$ cat config.mk
export PLATFORM = sky130hd
export DESIGN_NAME = ab_seq_gen
export DESIGN_NICKNAME = d
export VERILOG_FILES = /design/src/rtl/ab_seq_pkg.sv /design/src/rtl/ab_seq_gen.sv
export SDC_FILE = /design/constraint.sdc
export NUM_CORES = 1
export LEC_CHECK = 0
export ABC_AREA = 1
export BUFFER_PORTS_ARGS = -buffer_cell sky130_fd_sc_hd__buf_2
export CORE_MARGIN = 2
export CORE_UTILIZATION = 42
export CTS_BUF_LIST = sky130_fd_sc_hd__clkbuf_4
export DETAILED_ROUTE_END_ITERATION = 10
export GPL_TIMING_DRIVEN = 1
export PLACE_DENSITY = 0.62
export SLEW_MARGIN = 20
export SYNTH_ARGS = -nofsm -noshare
export SYNTH_HDL_FRONTEND = slang
export SYNTH_SLANG_ARGS = --single-unit
$ cat constraint.sdc
create_clock -name clk -period 4.6 [get_ports clk]
set_clock_uncertainty 0.2 [all_clocks]
set_input_delay 0.46 -clock clk [delete_from_list [all_inputs] [get_ports clk]]
set_output_delay 0.46 -clock clk [all_outputs]
set_load 0.005 [all_outputs]
$ cat src/rtl/ab_seq_pkg.sv
// Shared types and default widths for the a-then-b stimulus generator.
package ab_seq_pkg;

  localparam int CNT_W_DEF = 8;
  localparam int GAP_W_DEF = 4;

  typedef enum logic [2:0] {
    S_IDLE,
    S_SEND_A,
    S_SEND_B,
    S_CHECK,
    S_GAP,
    S_FINISH
  } state_t;

endpackage

$ cat src/rtl/ab_seq_gen.sv
// Drives repeated a-then-b patterns into a sequence detector and scores its y response.
module ab_seq_gen
  import ab_seq_pkg::*;
#(
  parameter int CNT_W = CNT_W_DEF,
  parameter int GAP_W = GAP_W_DEF
) (
  input  logic             clk,
  input  logic             reset,
  input  logic             start,
  input  logic [CNT_W-1:0] count,
  input  logic [GAP_W-1:0] gap,
  input  logic             y_in,
  output logic             a,
  output logic             b,
  output logic             busy,
  output logic             done,
  output logic [CNT_W-1:0] hit_cnt,
  output logic             err
);

  state_t           state, state_nxt;
  logic [CNT_W-1:0] rem;
  logic [GAP_W-1:0] gap_lat;
  logic [GAP_W-1:0] gap_cnt;
  logic             last;

  // rem counts down at each CHECK, so 1 means the pattern being checked is the last one
  assign last = (rem == CNT_W'(1));

  always_ff @(posedge clk or posedge reset) begin
    if (reset) state <= S_IDLE;
    else       state <= state_nxt;
  end

  always_comb begin
    state_nxt = state;
    case (state)
      S_IDLE:   if (start) state_nxt = (count == '0) ? S_FINISH : S_SEND_A;
      S_SEND_A: state_nxt = S_SEND_B;
      S_SEND_B: state_nxt = S_CHECK;
      S_CHECK: begin
        if (last)               state_nxt = S_FINISH;
        else if (gap_lat == '0) state_nxt = S_SEND_A;
        else                    state_nxt = S_GAP;
      end
      S_GAP:    if (gap_cnt == '0) state_nxt = S_SEND_A;
      S_FINISH: state_nxt = S_IDLE;
      default:  state_nxt = S_IDLE;
    endcase
  end

  always_ff @(posedge clk or posedge reset) begin
    if (reset) begin
      rem     <= '0;
      gap_lat <= '0;
      gap_cnt <= '0;
      hit_cnt <= '0;
      err     <= 1'b0;
    end else begin
      case (state)
        S_IDLE: begin
          if (start) begin
            rem     <= count;
            gap_lat <= gap;
            hit_cnt <= '0;
            err     <= 1'b0;
          end
        end
        S_CHECK: begin
          rem <= rem - CNT_W'(1);
          if (y_in) hit_cnt <= hit_cnt + CNT_W'(1);
          else      err     <= 1'b1;
          // gap_cnt holds the cycles still to spend in GAP after the current one
          gap_cnt <= gap_lat - GAP_W'(1);
        end
        S_GAP: begin
          if (gap_cnt != '0) gap_cnt <= gap_cnt - GAP_W'(1);
          if (y_in) err <= 1'b1;
        end
        S_SEND_A, S_SEND_B, S_FINISH: begin
          if (y_in) err <= 1'b1;
        end
        default: ;
      endcase
    end
  end

  assign a    = (state == S_SEND_A);
  assign b    = (state == S_SEND_B);
  assign busy = (state != S_IDLE);
  assign done = (state == S_FINISH);

endmodule

### Word-level counts from Yosys, hierarchy flattened

Index checks and enable logic that the tools add are counted.

| operators by class | value |
|---|---|
| reduce and logical (&&, ||, !) cells | 16 |
| muxes and demuxes | 17 |
| eq/ne operators | 12 |
| add/sub/neg operators | 4 |

Operators with widths:

| cell | count |
|---|---|
| $pmux W8 S2 | 2 |
| $mux W8 | 3 |
| $mux W3 | 5 |
| $pmux W3 S5 | 1 |
| $ne A2 B2 Y1 const B | 5 |
| $add A8 B1 Y8 const B | 1 |
| $eq A8 B1 Y1 const B | 1 |
| $logic_not A4 Y1 | 2 |
| $logic_not A8 Y1 | 1 |
| $pmux W4 S2 | 1 |
| $reduce_and A2 Y1 | 4 |
| $sub A4 B1 Y4 const B | 2 |
| $sub A8 B1 Y8 const B | 1 |
| $eq A3 B2 Y1 const B | 2 |
| $eq A3 B3 Y1 const B | 2 |
| $reduce_bool A3 Y1 | 2 |
| $mux W4 | 1 |
| $reduce_and A4 Y1 | 1 |
| $reduce_bool A2 Y1 | 2 |
| $reduce_bool A4 Y1 | 1 |
| $reduce_or A4 Y1 | 1 |
| $eq A3 B1 Y1 const B | 1 |
| $logic_not A3 Y1 | 1 |
| $mux W1 | 3 |
| 3 further kinds | 3 |

| storage, ports and cells | value |
|---|---|
| register bits | 28 |
| word-level logic and storage cells | 55 |
| input port bits | 16 |
| output and inout port bits | 13 |

### Longest topological paths before layout

Gate-level depths: netlist of the first run.

| depth | value |
|---|---|
| word-level depth | 4 |
| gate-level depth with buffers | 9 |

### Least setup slack after synthesis of the first run

No wires, ideal clock.

| timing path | value |
|---|---|
| path type | register -> register |
| start | register state[1] |
| end | register gap_cnt[2] |
| required time | 4.318 ns |
| period minus slack after synthesis | 1.677 ns |
| arrival time | 1.395 ns |
| setup time | 0.082 ns |
| stages on the path, launching flop included | 8 |
| path slack | 2.923 ns |
| buffers on the path | 0 |
| cell sequence | dfrtp_1 > nor2_4 > nand2_2 > nand2_1 > nand2_1 > ha_1 > or2_0 > a31oi_1 |

| between the ends | value |
|---|---|
| longest elaborated chain between the ends | 3 |
| elaborated cells on any way between the ends | 6 |
| those cells by class | 3 x eq/ne; 1 x mux; 2 x reduce/logical |

Ends and longest elaborated chain:

| element | RTL line | text |
|---|---|---|
| from (decl) | ab_seq_gen.sv:22 | `state_t state, state_nxt;` |
| from (signal assigned) | ab_seq_gen.sv:33 | `else state <= state_nxt;` |
| $eq A3 B3 Y1 or $eq A3 B2 Y1 (tied branches) | ab_seq_gen.sv:61 | `case (state)` |
| $ne A2 B2 Y1 (no source line) or $reduce_bool A2 Y1 (tied branches) | n/a |  |
| $reduce_and A2 Y1 (no source line) | n/a |  |
| to (signal assigned) | ab_seq_gen.sv:75 | `gap_cnt <= gap_lat - GAP_W'(1);` |
| to (signal assigned) | ab_seq_gen.sv:78 | `if (gap_cnt != '0) gap_cnt <= gap_cnt - GAP_W'(1);` |
| to (decl) | ab_seq_gen.sv:25 | `logic [GAP_W-1:0] gap_cnt;` |

Several ways; a longest one is shown, not always the timed one.
A chain may end at the register's enable or synchronous reset.

### Final worst setup path of the first run

| timing path | value |
|---|---|
| start | register state[1] |
| end | output busy |

| between the ends | value |
|---|---|
| longest elaborated chain between the ends | 1 |

Ends and longest elaborated chain:

| element | RTL line | text |
|---|---|---|
| $reduce_bool A3 Y1 | ab_seq_gen.sv:91 | `assign busy = (state != S_IDLE);` |
| to (decl) | ab_seq_gen.sv:16 | `output logic busy,` |

Every way passes these cells.

==> flow_metrics.env, run 1 <==
export IMPL_r2r_end="gap_cnt[2]$_DFFE_PP0P_"
export IMPL_io_buffer_count=28
export IMPL_antenna_left=0
export IMPL_die_area_um2=4620
export IMPL_synth_edff_count=0
export IMPL_clockBufferDepth=2
export IMPL_grt_max_degree=29
export IMPL_clk_insertion_delay_late_ps=350
export IMPL_period_needed_ps=2040
export IMPL_die_width_um=68.0
export IMPL_dr_pass1_iters=4
export IMPL_initial_core_util_pct=43.3
export IMPL_tightest_slew_ps=481
export IMPL_cts_buffers=3
export IMPL_path_clk_slew_ps=170
export IMPL_antenna_cells=0
export IMPL_ios=29
export IMPL_grt_pass1_wl_um=6560
export IMPL_hold_path_class="input port to flop"
export IMPL_relSlewSlack_pct=67.7
export IMPL_syn_avg_cell_area_um2=7.41
export IMPL_fin_crit_sh_pct=44.3
export IMPL_tns_ps=0
export IMPL_critPathLaunch="state[1]$_DFFE_PP0P_"
export IMPL_final_cell_mix="nand2_1 (54), inv_1 (41), dfrtp_1 (28), buf_2 (28), nand3_1 (24)"
export IMPL_syn_inst=232
export IMPL_syn_num_nets=252
export IMPL_mostFrequentLayoutCell="nand2_1"
export IMPL_cp_depth=3
export IMPL_endpoint_kind="output port"
export IMPL_cp_num_buf_inv=1
export IMPL_status="completed"
export IMPL_drt_initial_drc_count=110
export IMPL_fmax_mhz=490
export IMPL_place_congestion=0.826
export IMPL_cts_sink_count=28
export IMPL_rsz0062_at_grt="false"
export IMPL_synth_ff_type="dfrtp_1"
export IMPL_layout_nets=285
export IMPL_finalSetupViolCount=0
export IMPL_root_buffer="clkbuf_4"
export IMPL_leakagePower_nw=1.07
export IMPL_power_density_nw_per_um2=603
export IMPL_synth_top_area_share_pct=40.8
export IMPL_yosysSeqAreaShare_pct=40.8
export IMPL_routed_via_density=4.97
export IMPL_drive_above_1_share_pct=17.4
export IMPL_synth_cell_types=29
export IMPL_cts_htree_levels=1
export IMPL_start_kind="flop"
export IMPL_cp_arrival_ps=1380
export IMPL_area_delta_synth_final_pct=15.0
export IMPL_synthArstFlopShare_pct=100
export IMPL_hpwl_um=2740
export IMPL_crit_path_cell_trace="nor2_4 > nand2_4 > buf_2"
export IMPL_cts_tree="yes"
export IMPL_r2r_start="state[1]$_DFFE_PP0P_"
export IMPL_drc_errors=0
export IMPL_setup_ws_ps=2560
export IMPL_critPathSlowestCell="dfrtp_1"
export IMPL_vdd_ir_drop_worst_mv=0.312
export IMPL_criticalPathCategory="flop to output port"
export IMPL_netlist_top_cells_area="dfrtp_1 (41%), nand2_1 (12%), inv_1 (9.0%)"
export IMPL_gr_total_overflow=0
export IMPL_dpl_cell_count=309
export IMPL_crit_fanout=7
export IMPL_cap_viol_max_count=0
export IMPL_reg2reg_slack_ps=2750
export IMPL_total_power_mw=1.19
export IMPL_wire_per_inst_um=11.8
export IMPL_fp_dieH_um=68.0
export IMPL_hold_path_depth=3
export IMPL_antenna_found_initial=0
export IMPL_multiInputGateArea_um2=828
export IMPL_final_cells=314
export IMPL_grt_use_total_pct=18.6
export IMPL_wirelength_um=3700
export IMPL_yosys_warnings=0
export IMPL_cp_endpoint="busy"
export IMPL_grt_pass1_vias=1467
export IMPL_regArea_um2=701
export IMPL_max_stage_delay_ps=520
export IMPL_drv_slew=0
export IMPL_crit_required_ps=3940
export IMPL_pre_cts_slack_ps=2800
export IMPL_postCtsSetupBuffers=0
export IMPL_report_final_hold_viol_count=0
export IMPL_vias=1560
export IMPL_row_count=23
export IMPL_fillers=414
export IMPL_syn_area_um2=1720
export IMPL_cp_top_family="flip-flops"
export IMPL_ff2ff_path_depth=7
export IMPL_fp_coreArea_um2=3970
export IMPL_yosysTopAreaCell="dfrtp_1"
export IMPL_ys_seq_elements=28
-- layer usage --
layer | GRT usage [%] | routed length (um)
met3 | 4.44 | 174
met2 | 27.8 | 1680
met1 | 26.8 | 1790
met4 | 4.75 | 57
met5 | 0 | 0
-- logic make-up after synthesis --
| kind of cell | after synthesis | share of synthesized area (%) |
|---|---|---|
| simple gates | 121 | 34.2 |
| buf+inv | 48 | 11.1 |
| compound gates | 31 | 11.1 |
| flops | 28 | 40.8 |
| fa+ha+maj | 4 | 2.91 |
-- worst min-delay path by stage --
stage,start,end
final,gap[0],gap_lat[0]$_DFFE_PP0P_
after floorplan,rem[1]$_DFFE_PP0P_,rem[1]$_DFFE_PP0P_
after detailed placement,rem[1]$_DFFE_PP0P_,rem[1]$_DFFE_PP0P_
after global routing,gap[0],gap_lat[0]$_DFFE_PP0P_
after global placement,gap_cnt[1]$_DFFE_PP0P_,gap_cnt[1]$_DFFE_PP0P_
after CTS,gap[0],gap_lat[0]$_DFFE_PP0P_
-- worst register-to-register path, stage by stage, from the launching register on --
cell and delay (ps):
dfrtp_1 520, nor2_4 240, nand2_2 100, nand2_1 90
nand2_1 100, ha_1 200, or2_0 210, a31oi_1 120
-- timing repair --
item,4_1_cts,5_1_grt
endpoints found under the hold margin,28,0
gates resized for setup,0,0
hold buffers,1,0
-- where the power goes --
group          internal [mW]  switching [mW]
Clock                 0.0883          0.0822
Sequential             0.343          0.0934
Combinational          0.208           0.377
Total                  0.639           0.552
-- layout make-up --
| type | count | share of cell area, % |
|---|---|---|
| clock inverter | 1 | 1.52 |
| tap | 50 | 3.16 |
| multi-input combinational | 156 | 41.9 |
| clock buffer | 3 | 1.14 |
| inverter | 46 | 8.86 |
| sequential | 28 | 35.4 |
| timing repair buffer | 30 | 7.97 |
-- stage by stage --
step	util [%]	hold slack, ps	instance area, um^2
floorplan	-	280	1720
global placement	48.2	317	1910
detailed placement	48.2	310	1910
CTS	49.8	103	1980
global route	49.8	103	1980
finish	49.8	99.5	1980
-- sequential cells by signal, indices dropped and copies added, names as in the netlist --
register and count:
err 1, gap_cnt 4, gap_lat 4, state 3
rem 8, hit_cnt 8
-- synth_stat cells (4+ instances only) --
cell     count
nand2_1     54
inv_1       41
dfrtp_1     28
nand3_1     24
nor2_1      20
o21ai_0     13
nand4_1     11
a21oi_1      4
ha_1         4
Note: power is estimated with default switching activity, not from simulation.
==> inputs of run 2 (changes only) <==
clock period = 2.1 ns   (was 4.6 ns; I/O delays follow)
==> run 2 against run 1 <==
  * Critical path depth grew 4
  * Non-clock buffer count grew 13
  * Hold slack lost 75 ps
  * Combinational power grew 130%
  * Utilization grew 2.4 points
  * Via count shrank 0.19%
  * Clock power grew 32%
==> flow_metrics.env, run 2 (synthesis results as in run 1) <==
export IMPL_status="completed"
export IMPL_place_area_um2=1930
export IMPL_drt_initial_drc_count=97
export IMPL_crit_required_ps=2160
export IMPL_endpoint_kind="flop"
export IMPL_dr_pass1_iters=4
export IMPL_cpMostUsedCell="nand2_1"
export IMPL_fp_dieH_um=68.0
export IMPL_r2r_start="state[1]$_DFFE_PP0P_"
export IMPL_wirelength_um=3730
export IMPL_multiInputGateArea_um2=828
export IMPL_period_needed_ps=1810
export IMPL_mostFrequentLayoutCell="nand2_1"
export IMPL_reg2reg_slack_ps=290
export IMPL_routed_via_density=4.78
export IMPL_path_clk_slew_ps=150
export IMPL_final_cells=326
export IMPL_gr_total_overflow=0
export IMPL_antenna_found_initial=0
export IMPL_place_congestion=0.818
export IMPL_drv_slew=0
export IMPL_critPathSlowestCell="dfrtp_1"
export IMPL_antenna_cells=0
export IMPL_hp_start="count[7]"
export IMPL_final_cell_mix="nand2_1 (54), inv_1 (41), dfrtp_1 (28), buf_2 (28), nand3_1 (24)"
export IMPL_row_count=23
export IMPL_hold_path_class="input port to flop"
export IMPL_report_final_hold_viol_count=0
export IMPL_drive_above_1_share_pct=17.0
export IMPL_crit_fanout=7
export IMPL_fmax_mhz=552
export IMPL_cts_htree_levels=1
export IMPL_finalSetupViolCount=0
export IMPL_vdd_ir_drop_worst_mv=0.697
export IMPL_root_buffer="clkbuf_4"
export IMPL_relSlewSlack_pct=68.9
export IMPL_grt_use_total_pct=18.3
export IMPL_setup_ws_ps=289
export IMPL_max_stage_delay_ps=500
export IMPL_area_delta_synth_final_pct=20.5
export IMPL_crit_path_cell_trace="nor2_4 > nand2_2 > nand2_1 > nand2_1 > ha_1 > or2_0 > a31oi_1"
export IMPL_leakagePower_nw=1.11
export IMPL_antenna_left=0
export IMPL_postCtsSetupBuffers=0
export IMPL_fp_coreArea_um2=3970
export IMPL_tightest_slew_ps=463
export IMPL_wire_per_inst_um=11.4
export IMPL_reg_top3="hit_cnt (8), rem (8)"
export IMPL_r2r_end="gap_cnt[2]$_DFFE_PP0P_"
export IMPL_criticalPathCategory="flop to flop"
export IMPL_regArea_um2=701
export IMPL_die_width_um=68.0
export IMPL_hold_end="rem[7]$_DFFE_PP0P_"
export IMPL_grt_max_degree=29
export IMPL_hpwl_um=2730
export IMPL_rsz0062_at_grt="false"
export IMPL_hold_path_depth=5
export IMPL_cts_resized=0
export IMPL_ios=29
export IMPL_cts_buffers=3
export IMPL_start_kind="flop"
export IMPL_grt_pass1_wl_um=6430
export IMPL_vias=1557
export IMPL_tns_ps=0
export IMPL_drc_errors=0
export IMPL_total_power_mw=2.49
export IMPL_grt_pass1_vias=1429
export IMPL_io_buffer_count=28
export IMPL_layout_nets=298
export IMPL_clk_insertion_delay_late_ps=340
export IMPL_initial_core_util_pct=43.3
export IMPL_pre_cts_slack_ps=319
export IMPL_clockBufferDepth=2
export IMPL_power_density_nw_per_um2=1200
export IMPL_ff2ff_path_depth=7
export IMPL_cts_hold_buf=12
export IMPL_cts_sink_count=28
export IMPL_fin_area_um2=2070
export IMPL_cts_tree="yes"
export IMPL_cap_viol_max_count=0
export IMPL_cp_arrival_ps=1870
export IMPL_fillers=405
export IMPL_dpl_cell_count=311
export IMPL_fin_crit_sh_pct=86.2
export IMPL_die_area_um2=4620
run 2: cell type report:
| class | count | share of cell area [%] |
|---|---|---|
| tap | 50 | 3.02 |
| clock buffer | 3 | 1.09 |
| timing repair buffer | 43 | 13.6 |
| inverter | 46 | 8.45 |
| multi-input combinational | 156 | 40.0 |
| sequential | 28 | 33.8 |
run 2: worst max-delay path by stage:
stage                               startpoint                     end  slack, ps
after floorplan           state[1]$_DFFE_PP0P_  gap_cnt[2]$_DFFE_PP0P_        420
after CTS                 state[1]$_DFFE_PP0P_  gap_cnt[2]$_DFFE_PP0P_        290
after global placement    state[1]$_DFFE_PP0P_  gap_cnt[2]$_DFFE_PP0P_        360
after detailed placement  state[1]$_DFFE_PP0P_  gap_cnt[2]$_DFFE_PP0P_        320
final                     state[1]$_DFFE_PP0P_  gap_cnt[2]$_DFFE_PP0P_        290
after global routing      state[1]$_DFFE_PP0P_  gap_cnt[2]$_DFFE_PP0P_        130
run 2: routing by layer:
metal | up-vias | wire length, um | GRT usage, %
li1 | 846 | - | -
met1 | 683 | 1900 | 26.3
met2 | 24 | 1680 | 28.4
met3 | 4 | 110 | 2.14
met4 | 0 | 39 | 6.25
met5 | - | 0 | 0
run 2: worst max-delay path: cells and delay by family (launching register included):
kind	cells	cell delay (ps)
adders and majority gates	1	200
and+or+nand+nor	5	720
AOI/OAI and AO/OA	1	120
DFF	1	500
run 2: power breakdown:
group          internal [mW]  total [mW]  switching, mW
registers              0.752       0.934          0.182
logic                  0.488        1.33          0.838
clock network         0.0675       0.225          0.158
run 2: stage by stage:
stage          hold slack [ps]  util [%]
2_1_floorplan             75.4         -
4_1_cts                   22.4      52.2
6_report                  24.7      52.2
5_1_grt                   55.3      52.2
3_5_place_dp               102      48.6
3_3_place_gp               100      48.6
